File: src/rtl/preempt_pkg.sv
// -----------------------------------------------------------------------------
// preempt_pkg
// Shared definitions for the emergency-vehicle preemption arbiter.
//   - 2-bit state encodings and the FSM state enum
//   - idx_width(): width of an index into an N-wide request vector
// -----------------------------------------------------------------------------
package preempt_pkg;

    localparam logic [1:0] ST_IDLE     = 2'd0;
    localparam logic [1:0] ST_WAIT_ACK = 2'd1;
    localparam logic [1:0] ST_HOLD     = 2'd2;
    localparam logic [1:0] ST_RELEASE  = 2'd3;

    typedef enum logic [1:0] {
        IDLE     = ST_IDLE,
        WAIT_ACK = ST_WAIT_ACK,
        HOLD     = ST_HOLD,
        RELEASE  = ST_RELEASE
    } state_e;

    // Index width for n requesters; never below 1 bit.
    function automatic int idx_width(input int n);
        return (n <= 2) ? 1 : $clog2(n);
    endfunction

endpackage

File: src/rtl/rr_pick.sv
// -----------------------------------------------------------------------------
// rr_pick
// Combinational rotating-priority picker: returns the first set request bit
// scanning ptr_i, ptr_i+1, ... wrapping modulo N. Fixed priority is obtained
// by tying ptr_i to zero.
// Ports:
//   req_i    [N]   request vector
//   ptr_i    [IW]  index with highest priority this cycle (must be < N)
//   found_o        any request set
//   winner_o [IW]  index of the selected request (0 when none)
// -----------------------------------------------------------------------------
module rr_pick
    import preempt_pkg::*;
#(
    parameter int N = 8
) (
    input  logic [N-1:0]              req_i,
    input  logic [idx_width(N)-1:0]   ptr_i,
    output logic                      found_o,
    output logic [idx_width(N)-1:0]   winner_o
);

    localparam int IW = idx_width(N);

    // cand[k] is the index examined at scan offset k; wrap is a compare against
    // N rather than a mask so non-power-of-two N works.
    logic [IW:0]   sum  [N];
    logic [IW-1:0] cand [N];
    logic [N-1:0]  hit;

    for (genvar gi = 0; gi < N; gi++) begin : g_cand
        assign sum[gi]  = {1'b0, ptr_i} + (IW+1)'(gi);
        assign cand[gi] = (sum[gi] >= (IW+1)'(N)) ? IW'(sum[gi] - (IW+1)'(N))
                                                  : IW'(sum[gi]);
        assign hit[gi]  = req_i[cand[gi]];
    end

    assign found_o = |hit;

    // Walk offsets from far to near so the smallest offset wins.
    always_comb begin
        winner_o = '0;
        for (int k = N - 1; k >= 0; k--) begin
            if (hit[k]) begin
                winner_o = cand[k];
            end
        end
    end

endmodule

File: src/rtl/preempt_arbiter.sv
// -----------------------------------------------------------------------------
// preempt_arbiter
// Shares a single preemption slot among N intersection controllers. At most
// one grant bit is ever high. Round-robin fairness, ack handshake with
// timeout, minimum hold and forced revocation after a maximum hold.
//
// Build option: define PREEMPT_FIXED_PRIO_EN for fixed priority (index 0
// highest, no rotation; forced revocation only by a lower-index request).
//
// Ports:
//   clk_i            system clock
//   rst_ni           asynchronous active-low reset
//   req_i      [N]   level preemption request per intersection
//   ack_i      [N]   level "preempt active" acknowledge per intersection
//   grant_o    [N]   registered one-hot (or zero) grant
//   grant_id_o [IW]  index of current / last grant
//   busy_o           high whenever the FSM is not IDLE
//   timeout_err_o    one-cycle pulse when an ack does not arrive in time
// -----------------------------------------------------------------------------
module preempt_arbiter
    import preempt_pkg::*;
#(
    parameter int N           = 8,
    parameter int HOLD_TIME   = 1000,
    parameter int MAX_HOLD    = 4000,
    parameter int ACK_TIMEOUT = 64,
    parameter int CNT_W       = 16
) (
    input  logic                      clk_i,
    input  logic                      rst_ni,
    input  logic [N-1:0]              req_i,
    input  logic [N-1:0]              ack_i,
    output logic [N-1:0]              grant_o,
    output logic [idx_width(N)-1:0]   grant_id_o,
    output logic                      busy_o,
    output logic                      timeout_err_o
);

    localparam int IW = idx_width(N);

    localparam logic [CNT_W-1:0] HOLD_MIN_C = CNT_W'(HOLD_TIME - 1);
    localparam logic [CNT_W-1:0] HOLD_MAX_C = CNT_W'(MAX_HOLD - 1);
    localparam logic [CNT_W-1:0] HOLD_SAT_C = CNT_W'(MAX_HOLD);
    localparam logic [CNT_W-1:0] ACK_LAST_C = CNT_W'(ACK_TIMEOUT - 1);

    state_e            state_q;
    logic [N-1:0]      grant_q;
    logic [IW-1:0]     gid_q;
    logic              busy_q;
    logic              terr_q;
    logic [CNT_W-1:0]  cnt_q;
    logic [CNT_W-1:0]  cnt_d;

    logic [IW-1:0]     pick_ptr;
    logic              found;
    logic [IW-1:0]     winner;

    logic [N-1:0]      gid_mask;
    logic [N-1:0]      contender_mask;
    logic              ack_g;
    logic              req_g;
    logic              others_pending;
    logic              ack_expired;
    logic              hold_release;
    logic              enter_release;

    assign gid_mask = {{(N-1){1'b0}}, 1'b1} << gid_q;
    assign ack_g    = ack_i[gid_q];
    assign req_g    = req_i[gid_q];

`ifdef PREEMPT_FIXED_PRIO_EN
    // Scan always starts at index 0; only a lower-index request may force
    // revocation of a long hold.
    assign pick_ptr       = '0;
    assign contender_mask = gid_mask - {{(N-1){1'b0}}, 1'b1};
`else
    logic [IW-1:0] ptr_q;
    logic [IW-1:0] ptr_d;

    // Next scan starts just after the requester being released.
    assign ptr_d          = (gid_q == IW'(N - 1)) ? '0 : gid_q + 1'b1;
    assign pick_ptr       = ptr_q;
    assign contender_mask = ~gid_mask;

    always_ff @(posedge clk_i or negedge rst_ni) begin
        if (!rst_ni) begin
            ptr_q <= '0;
        end else if (enter_release) begin
            ptr_q <= ptr_d;
        end
    end
`endif

    rr_pick #(.N(N)) u_pick (
        .req_i    (req_i),
        .ptr_i    (pick_ptr),
        .found_o  (found),
        .winner_o (winner)
    );

    assign others_pending = |(req_i & contender_mask);
    assign ack_expired    = (cnt_q == ACK_LAST_C);

    // Minimum hold is enforced even if the requester drops early; the maximum
    // hold only bites when somebody else is actually waiting.
    assign hold_release = ((cnt_q >= HOLD_MIN_C) && !req_g) ||
                          ((cnt_q >= HOLD_MAX_C) && others_pending);

    assign enter_release = ((state_q == WAIT_ACK) && !ack_g && ack_expired) ||
                           ((state_q == HOLD) && hold_release);

    // Hold counter saturates so a very long hold cannot wrap back below the
    // release thresholds.
    assign cnt_d = (cnt_q >= HOLD_SAT_C) ? cnt_q : cnt_q + 1'b1;

    always_ff @(posedge clk_i or negedge rst_ni) begin
        if (!rst_ni) begin
            state_q <= IDLE;
            grant_q <= '0;
            gid_q   <= '0;
            busy_q  <= 1'b0;
            terr_q  <= 1'b0;
            cnt_q   <= '0;
        end else begin
            terr_q <= 1'b0;
            unique case (state_q)
                IDLE: begin
                    if (found) begin
                        grant_q <= {{(N-1){1'b0}}, 1'b1} << winner;
                        gid_q   <= winner;
                        busy_q  <= 1'b1;
                        cnt_q   <= '0;
                        state_q <= WAIT_ACK;
                    end
                end
                WAIT_ACK: begin
                    if (ack_g) begin
                        cnt_q   <= '0;
                        state_q <= HOLD;
                    end else if (ack_expired) begin
                        terr_q  <= 1'b1;
                        grant_q <= '0;
                        state_q <= RELEASE;
                    end else begin
                        cnt_q <= cnt_q + 1'b1;
                    end
                end
                HOLD: begin
                    if (hold_release) begin
                        grant_q <= '0;
                        state_q <= RELEASE;
                    end else begin
                        cnt_q <= cnt_d;
                    end
                end
                RELEASE: begin
                    // Wait for the controller to leave preempt mode so it never
                    // sees a fresh grant while its ack is still high.
                    if (!ack_g) begin
                        busy_q  <= 1'b0;
                        cnt_q   <= '0;
                        state_q <= IDLE;
                    end
                end
                default: begin
                    grant_q <= '0;
                    busy_q  <= 1'b0;
                    state_q <= IDLE;
                end
            endcase
        end
    end

    assign grant_o       = grant_q;
    assign grant_id_o    = gid_q;
    assign busy_o        = busy_q;
    assign timeout_err_o = terr_q;

endmodule
File: config.mk
export PLATFORM = sky130hd
export DESIGN_NAME = preempt_arbiter
export DESIGN_NICKNAME = d
export VERILOG_FILES = /design/src/rtl/preempt_pkg.sv /design/src/rtl/rr_pick.sv /design/src/rtl/preempt_arbiter.sv
export SDC_FILE = /design/constraint.sdc
export NUM_CORES = 1
export LEC_CHECK = 0
export BUFFER_PORTS_ARGS = -buffer_cell sky130_fd_sc_hd__buf_2
export CORE_MARGIN = 4
export CORE_UTILIZATION = 30
export CTS_CLUSTER_DIAMETER = 200
export DETAILED_ROUTE_END_ITERATION = 10
export RECOVER_POWER = 25
export SETUP_SLACK_MARGIN = 0.15
export SYNTH_ARGS = -nofsm -noshare
export SYNTH_HDL_FRONTEND = slang
export SYNTH_SLANG_ARGS = --single-unit
export TNS_END_PERCENT = 10
File: constraint.sdc
create_clock -name clk_i -period 4.4 [get_ports clk_i]
set_input_delay 0 -clock clk_i [delete_from_list [all_inputs] [get_ports clk_i]]
set_output_delay 0 -clock clk_i [all_outputs]
set_load 0.1 [all_outputs]
Word level (Yosys, flattened, before mapping)
Index checks and enable logic that the tools add are counted.

Flip-flop bits (word level): 34. Bits in latches: 0. Memory bits (writable): 0. ROM bits: 0. Output and inout port bits: 13. Memories kept: 0.

$add $sub $neg: 17. $mul: 0. Divide/modulo/power cells: 0. Order comparisons: 20. Equal/unequal tests: 14. Shift operators: 2. Muxes and demuxes: 61. Bitwise gates (word level): 2. Reductions and logical operators: 19.

Operators by type and width (count): two-way mux 16 bit (6); case mux 16 bit (4 select lines) (1); two-way mux 3 bit (17); less-than comparator 3 x 4 -> 1 bit, second input constant (9); >= comparator 16 x 12 -> 1 bit, second input constant (2); two-way mux 8 bit (4); binary-select mux 1 bit (select 3 bit) (10); >= comparator 4 bit, second input constant (7); case mux 8 bit (3 select lines) (1); subtractor 3 x 1 -> 3 bit, second input constant (8); adder 16 x 1 -> 16 bit, second input constant (1); adder 3 x 3 -> 4 bit, second input constant (4); equality test 16 x 6 -> 1 bit, second input constant (1); >= comparator 16 x 10 -> 1 bit, second input constant (1); OR reduction 8 bit (2); << shifter 1 x 3 -> 8 bit, first input constant (2); two-way mux 1 bit (15); != test 2 bit, second input constant (7); two-way mux 2 bit (5); AND reduction 5 bit (2); adder 3 x 2 -> 4 bit, second input constant (2); AND 8 bit (1); inverter 8 bit (1); case mux 2 bit (4 select lines) (1); other kinds (17) (25).

Longest topological paths before layout
Depth in word-level cells: 16. Depth in mapped cells: 15. Mapped depth without buffers: 9.

By module
A second synthesis with hierarchy kept.

Cells, all modules: 337. Area, all modules: 3154.3 sq um.

By module, submodules not included: preempt_arbiter (instances 1, cells each 247, area each 2372.3 sq um, sequential area each 850.8 sq um); rr_pick (instances 1, cells each 90, area each 782.0 sq um, sequential area each 0.0 sq um).

Worst setup path before layout
Ideal clock, no wire load.

Path type: reg-to-reg. From: reg ptr_q[1] (netlist: pick_ptr[1]). To: reg cnt_q[10]. Library setup time: 0.090 ns. Arrival time: 3.669 ns. Data required time: 4.310 ns. Path slack: 0.641 ns. Stages on the path, launching flop included: 14. Buffers on the path: 4. Path through: dfrtp_1 buf_2 buf_1 clkinv_1 ha_1 buf_2 mux4_2 or4_1 nor2_2 a221o_1 a211o_1 clkbuf_1 o21ai_0 o31ai_4.

Longest elaborated chain between the ends: 8. Elaborated cells on any way between the ends: 50. Those cells by class: add/sub: 15; order compare: 8; eq/ne: 1; mux: 24; reduce/logical: 2.

Ends and longest elaborated chain: start, declared (line preempt_arbiter.sv:77) `logic [IW-1:0] ptr_q;`; start signal, assigned (line preempt_arbiter.sv:89) `ptr_q <= ptr_d;`; adder 3 x 1 -> 4 bit, or another cell as far along (line rr_pick.sv:32) `assign sum[gi] = {1'b0, ptr_i} + (IW+1)'(gi);`; >= comparator 4 bit / subtractor 3 x 1 -> 3 bit (equally long branches) (line rr_pick.sv:33) `assign cand[gi] = (sum[gi] >= (IW+1)'(N)) ? IW'(sum[gi] - (IW+1)'(N))`; two-way mux 3 bit (line rr_pick.sv:33); binary-select mux 1 bit (select 3 bit) (line rr_pick.sv:35) `assign hit[gi] = req_i[cand[gi]];`; two-way mux 1 bit (not written as such) (line rr_pick.sv:35); OR reduction 8 bit * (line rr_pick.sv:38) `assign found_o = |hit;`; != test 2 bit (no source line) *; AND reduction 5 bit (no source line) *; end signal, assigned (line preempt_arbiter.sv:145) `cnt_q <= cnt_q + 1'b1;`; end signal, assigned (line preempt_arbiter.sv:153) `cnt_q <= cnt_d;`; end, declared (line preempt_arbiter.sv:51) `logic [CNT_W-1:0] cnt_q;`.

Every way passes the cells marked *; elsewhere a longest branch is shown, timed or not. The select of a mux whose other input is x is not followed. A chain may end at the register's enable or synchronous reset.

Final worst setup path
From: reg ptr_q[1] (netlist: pick_ptr[1]). To: reg cnt_q[11].

Same word-level chain as after synthesis.

==> results.sh <==
export IMPL_area_delta_synth_final_pct=11.7
export IMPL_seq_area_frac_synth=0.259
export IMPL_initial_core_util=0.313
export IMPL_overflow=0
export IMPL_antennaDiodeCount=0
export IMPL_cts_root_buf="clkbuf_8"
export IMPL_die_w_um=113
export IMPL_cp_num_buf_inv=3
export IMPL_slew_viol_final=35
export IMPL_fmax_mhz=273
export IMPL_crit_type="register to register"
export IMPL_yosys_top_cells_area="dfrtp_1 (26%), mux4_2 (14%), ha_1 (6.1%)"
export IMPL_finalSetupViolations=0
export IMPL_r2r_start="pick_ptr[1]"
export IMPL_power_leakage_nw=1.53
export IMPL_crit_arrival_ns=3.83
export IMPL_drt_initial_drc_count=250
export IMPL_ys_top_cells_by_count="dfrtp_1 (34), o21ai_0 (30), nand2_1 (23), nor2_1 (23), mux4_2 (20)"
export IMPL_worstHoldStart="ack_i[3]"
export IMPL_vdd_drop_max_mv=0.280
export IMPL_rows=37
export IMPL_crit_top_cell="buf_4"
export IMPL_grt_start_max_net_pins=35
export IMPL_grt_pass1_vias=2837
export IMPL_crit_start="pick_ptr[1]"
export IMPL_cts_path_max_buffers=2
export IMPL_crit_slowest_cell="ha_1"
export IMPL_drc=0
export IMPL_synth_cell_types=62
export IMPL_dp_hpwl_mm=5.99
export IMPL_ys_ff_latch=34
export IMPL_path_clk_slew_ns=0.07
export IMPL_period_share=0.833
export IMPL_die_h_um=113
export IMPL_synth_cells=343
export IMPL_io_buffers=30
export IMPL_synth_edff_count=0
export IMPL_met1_usage=0.177
export IMPL_dp_slack_ns=0.763
export IMPL_rsz0062_at_grt="no"
export IMPL_startpoint_type="register"
export IMPL_critical_path_cell_chain="clkinv_1 > ha_1 > mux4_2 > or4_1 > nor2_2 > a221o_1 > a211o_1 > buf_4 > or2_1 > buf_4 > o41ai_2"
export IMPL_period_minus_slack_ns=3.66
export IMPL_worst_ep_required_time_ns=4.56
export IMPL_setup_ws_ns=0.736
export IMPL_met2_usage=0.216
export IMPL_fillCellCount=1080
export IMPL_synth_most_common_cell="dfrtp_1"
export IMPL_synth_async_reset_ratio=1.00
export IMPL_critPathMaxStageDelay_ns=0.66
export IMPL_cts_sinks=34
export IMPL_synth_top_area_share=0.259
export IMPL_outcome="finished with violations"
export IMPL_cts_tree="done"
export IMPL_hold_path_class="input pin to register"
export IMPL_numCtsBuffers=5
export IMPL_first_pass_iters=4
export IMPL_synth_fp_nets=377
export IMPL_met3_usage=0.0264
export IMPL_violations="capacitance limit, slew limit"
export IMPL_slew_headroom=-0.230
export IMPL_crit_path_end_kind="register"
export IMPL_yosysWarnings=0
export IMPL_nets=397
export IMPL_core_region_area_um2=10500
export IMPL_routed_wl_mm=8.27
export IMPL_routedWlPerCell_um=16.5
export IMPL_io_pins=31
export IMPL_place_congestion=0.852
export IMPL_busiest_layer="met2"
export IMPL_critPathTopFamily="simple AND/OR/NAND/NOR gates"
export IMPL_antenna_found_initial=0
export IMPL_worstMarginPinSlew_ns=1.84
export IMPL_die_area_um2=12700
export IMPL_max_cap_violations=1
export IMPL_powerDensity_nw_per_um2=461
export IMPL_hold_viol_final=0
export IMPL_tns_ns=0
export IMPL_antenna_left=0
export IMPL_grt_pass1_wl_mm=14.1
export IMPL_synth_top_area_cell="dfrtp_1"
export IMPL_netlist_area_um2=3280
export IMPL_viasPerCell=5.72
export IMPL_grt_usage=0.132
export IMPL_dr_total_vias=2861
export IMPL_syn_avg_cell_area_um2=9.58
export IMPL_htreeDepth=2
export IMPL_fin_skew_ns=0.00555
export IMPL_clkLatencyLatePin_ns=0.29
export IMPL_ys_flop_type="dfrtp_1"
export IMPL_drive_above_1_share=0.234
export IMPL_cp_max_fo=19
==> worst reg2reg max path: cells and delay by family, from the launching register on <==
kind	cells	cell delay [ns]
simple gates	3	0.96
buf+inv	3	0.71
flops	1	0.36
compound gates	3	0.41
fa+ha+maj	1	0.66
mux	1	0.43
==> cell type report <==
type,instances,area (um^2),area share
Clock buffer,5,68.8,0.0188
Timing Repair Buffer,37,204,0.0556
Clock inverter,3,68.8,0.0188
Inverter,17,63.8,0.0174
Multi-Input combinational cell,268,2240,0.611
Tap cell,136,170,0.0464
Sequential cell,34,851,0.232
==> flip-flops by register name, indices dropped and copies added (netlist names) <==
name / count
state_q: 2
busy_o: 1
pick_ptr: 3
cnt_q: 16
grant_o: 8
timeout_err_o: 1
grant_id_o: 3
==> metal layers <==
| metal | share of wire | vias up |
|---|---|---|
| met4 | 0.010 | 0 |
| met5 | 0 | - |
| met3 | 0.057 | 8 |
| met1 | 0.45 | 1429 |
| li1 | - | 1348 |
| met2 | 0.48 | 76 |
==> cell usage in the layout (no fill, tap or decap), types with 3 or more instances in the layout <==
cell type and instances:
clkbuf_8 5, ha_1 16, o21ai_1 5, o31ai_4 6
nand2_1 23, a22oi_1 5, o31ai_1 5, or4_1 5
a21o_1 3, mux2i_1 10, nand4_1 4, nor3b_1 3
mux4_2 20, a21oi_1 13, o211ai_1 3, nor2b_1 12
and3_1 5, a32o_1 8, and4_1 4, nor2_1 23
inv_1 16, o21ai_0 30, mux2_2 8, nand3_1 12
xor2_1 3, dfrtp_1 34, buf_2 29, buf_4 6
nand2b_1 6
==> power breakdown <==
part,switching (mW),internal [mW]
Clock,0.122,0.227
Sequential,0.0734,0.362
Combinational,0.635,0.274
==> logic make-up after synthesis <==
family / after synthesis / synth area share
fa+ha+maj: 16 / 0.0610
flops: 34 / 0.259
compound gates: 101 / 0.238
simple gates: 108 / 0.173
mux: 39 / 0.200
xor+xnor: 4 / 0.0107
buf+inv: 41 / 0.0587
==> through the flow <==
step	cell area (um^2)	util	total power, mW	instances	hold slack [ns]
2_1_floorplan	3280	-	1.18	343	-0.296
3_3_place_gp	3520	0.335	1.34	491	0.115
3_5_place_dp	3520	0.335	1.35	491	0.122
4_1_cts	3670	0.349	1.71	500	0.331
5_1_grt	3670	0.349	1.81	500	0.366
6_report	3670	0.349	1.69	500	0.342
==> final timing paths <==
check / end / slack [ns] / depth (start not counted)
min reg2reg: grant_o[7] / 0.50 / 1
min in group asynchronous: cnt_q[3] / 0.75 / 2
max in group asynchronous: grant_id_o[1] / 2.60 / 2
max reg2reg: cnt_q[11] / 0.74 / 11
min: busy_o / 0.34 / 5
max: cnt_q[11] / 0.74 / 11
==> repair_timing <==
item                      4_1_cts  5_1_grt
buffers inserted                0        0
gates resized for setup         0        0
hold buffers                    1        0
hold endpoints to repair       34        0
Note: power is estimated with default switching activity, not from simulation.
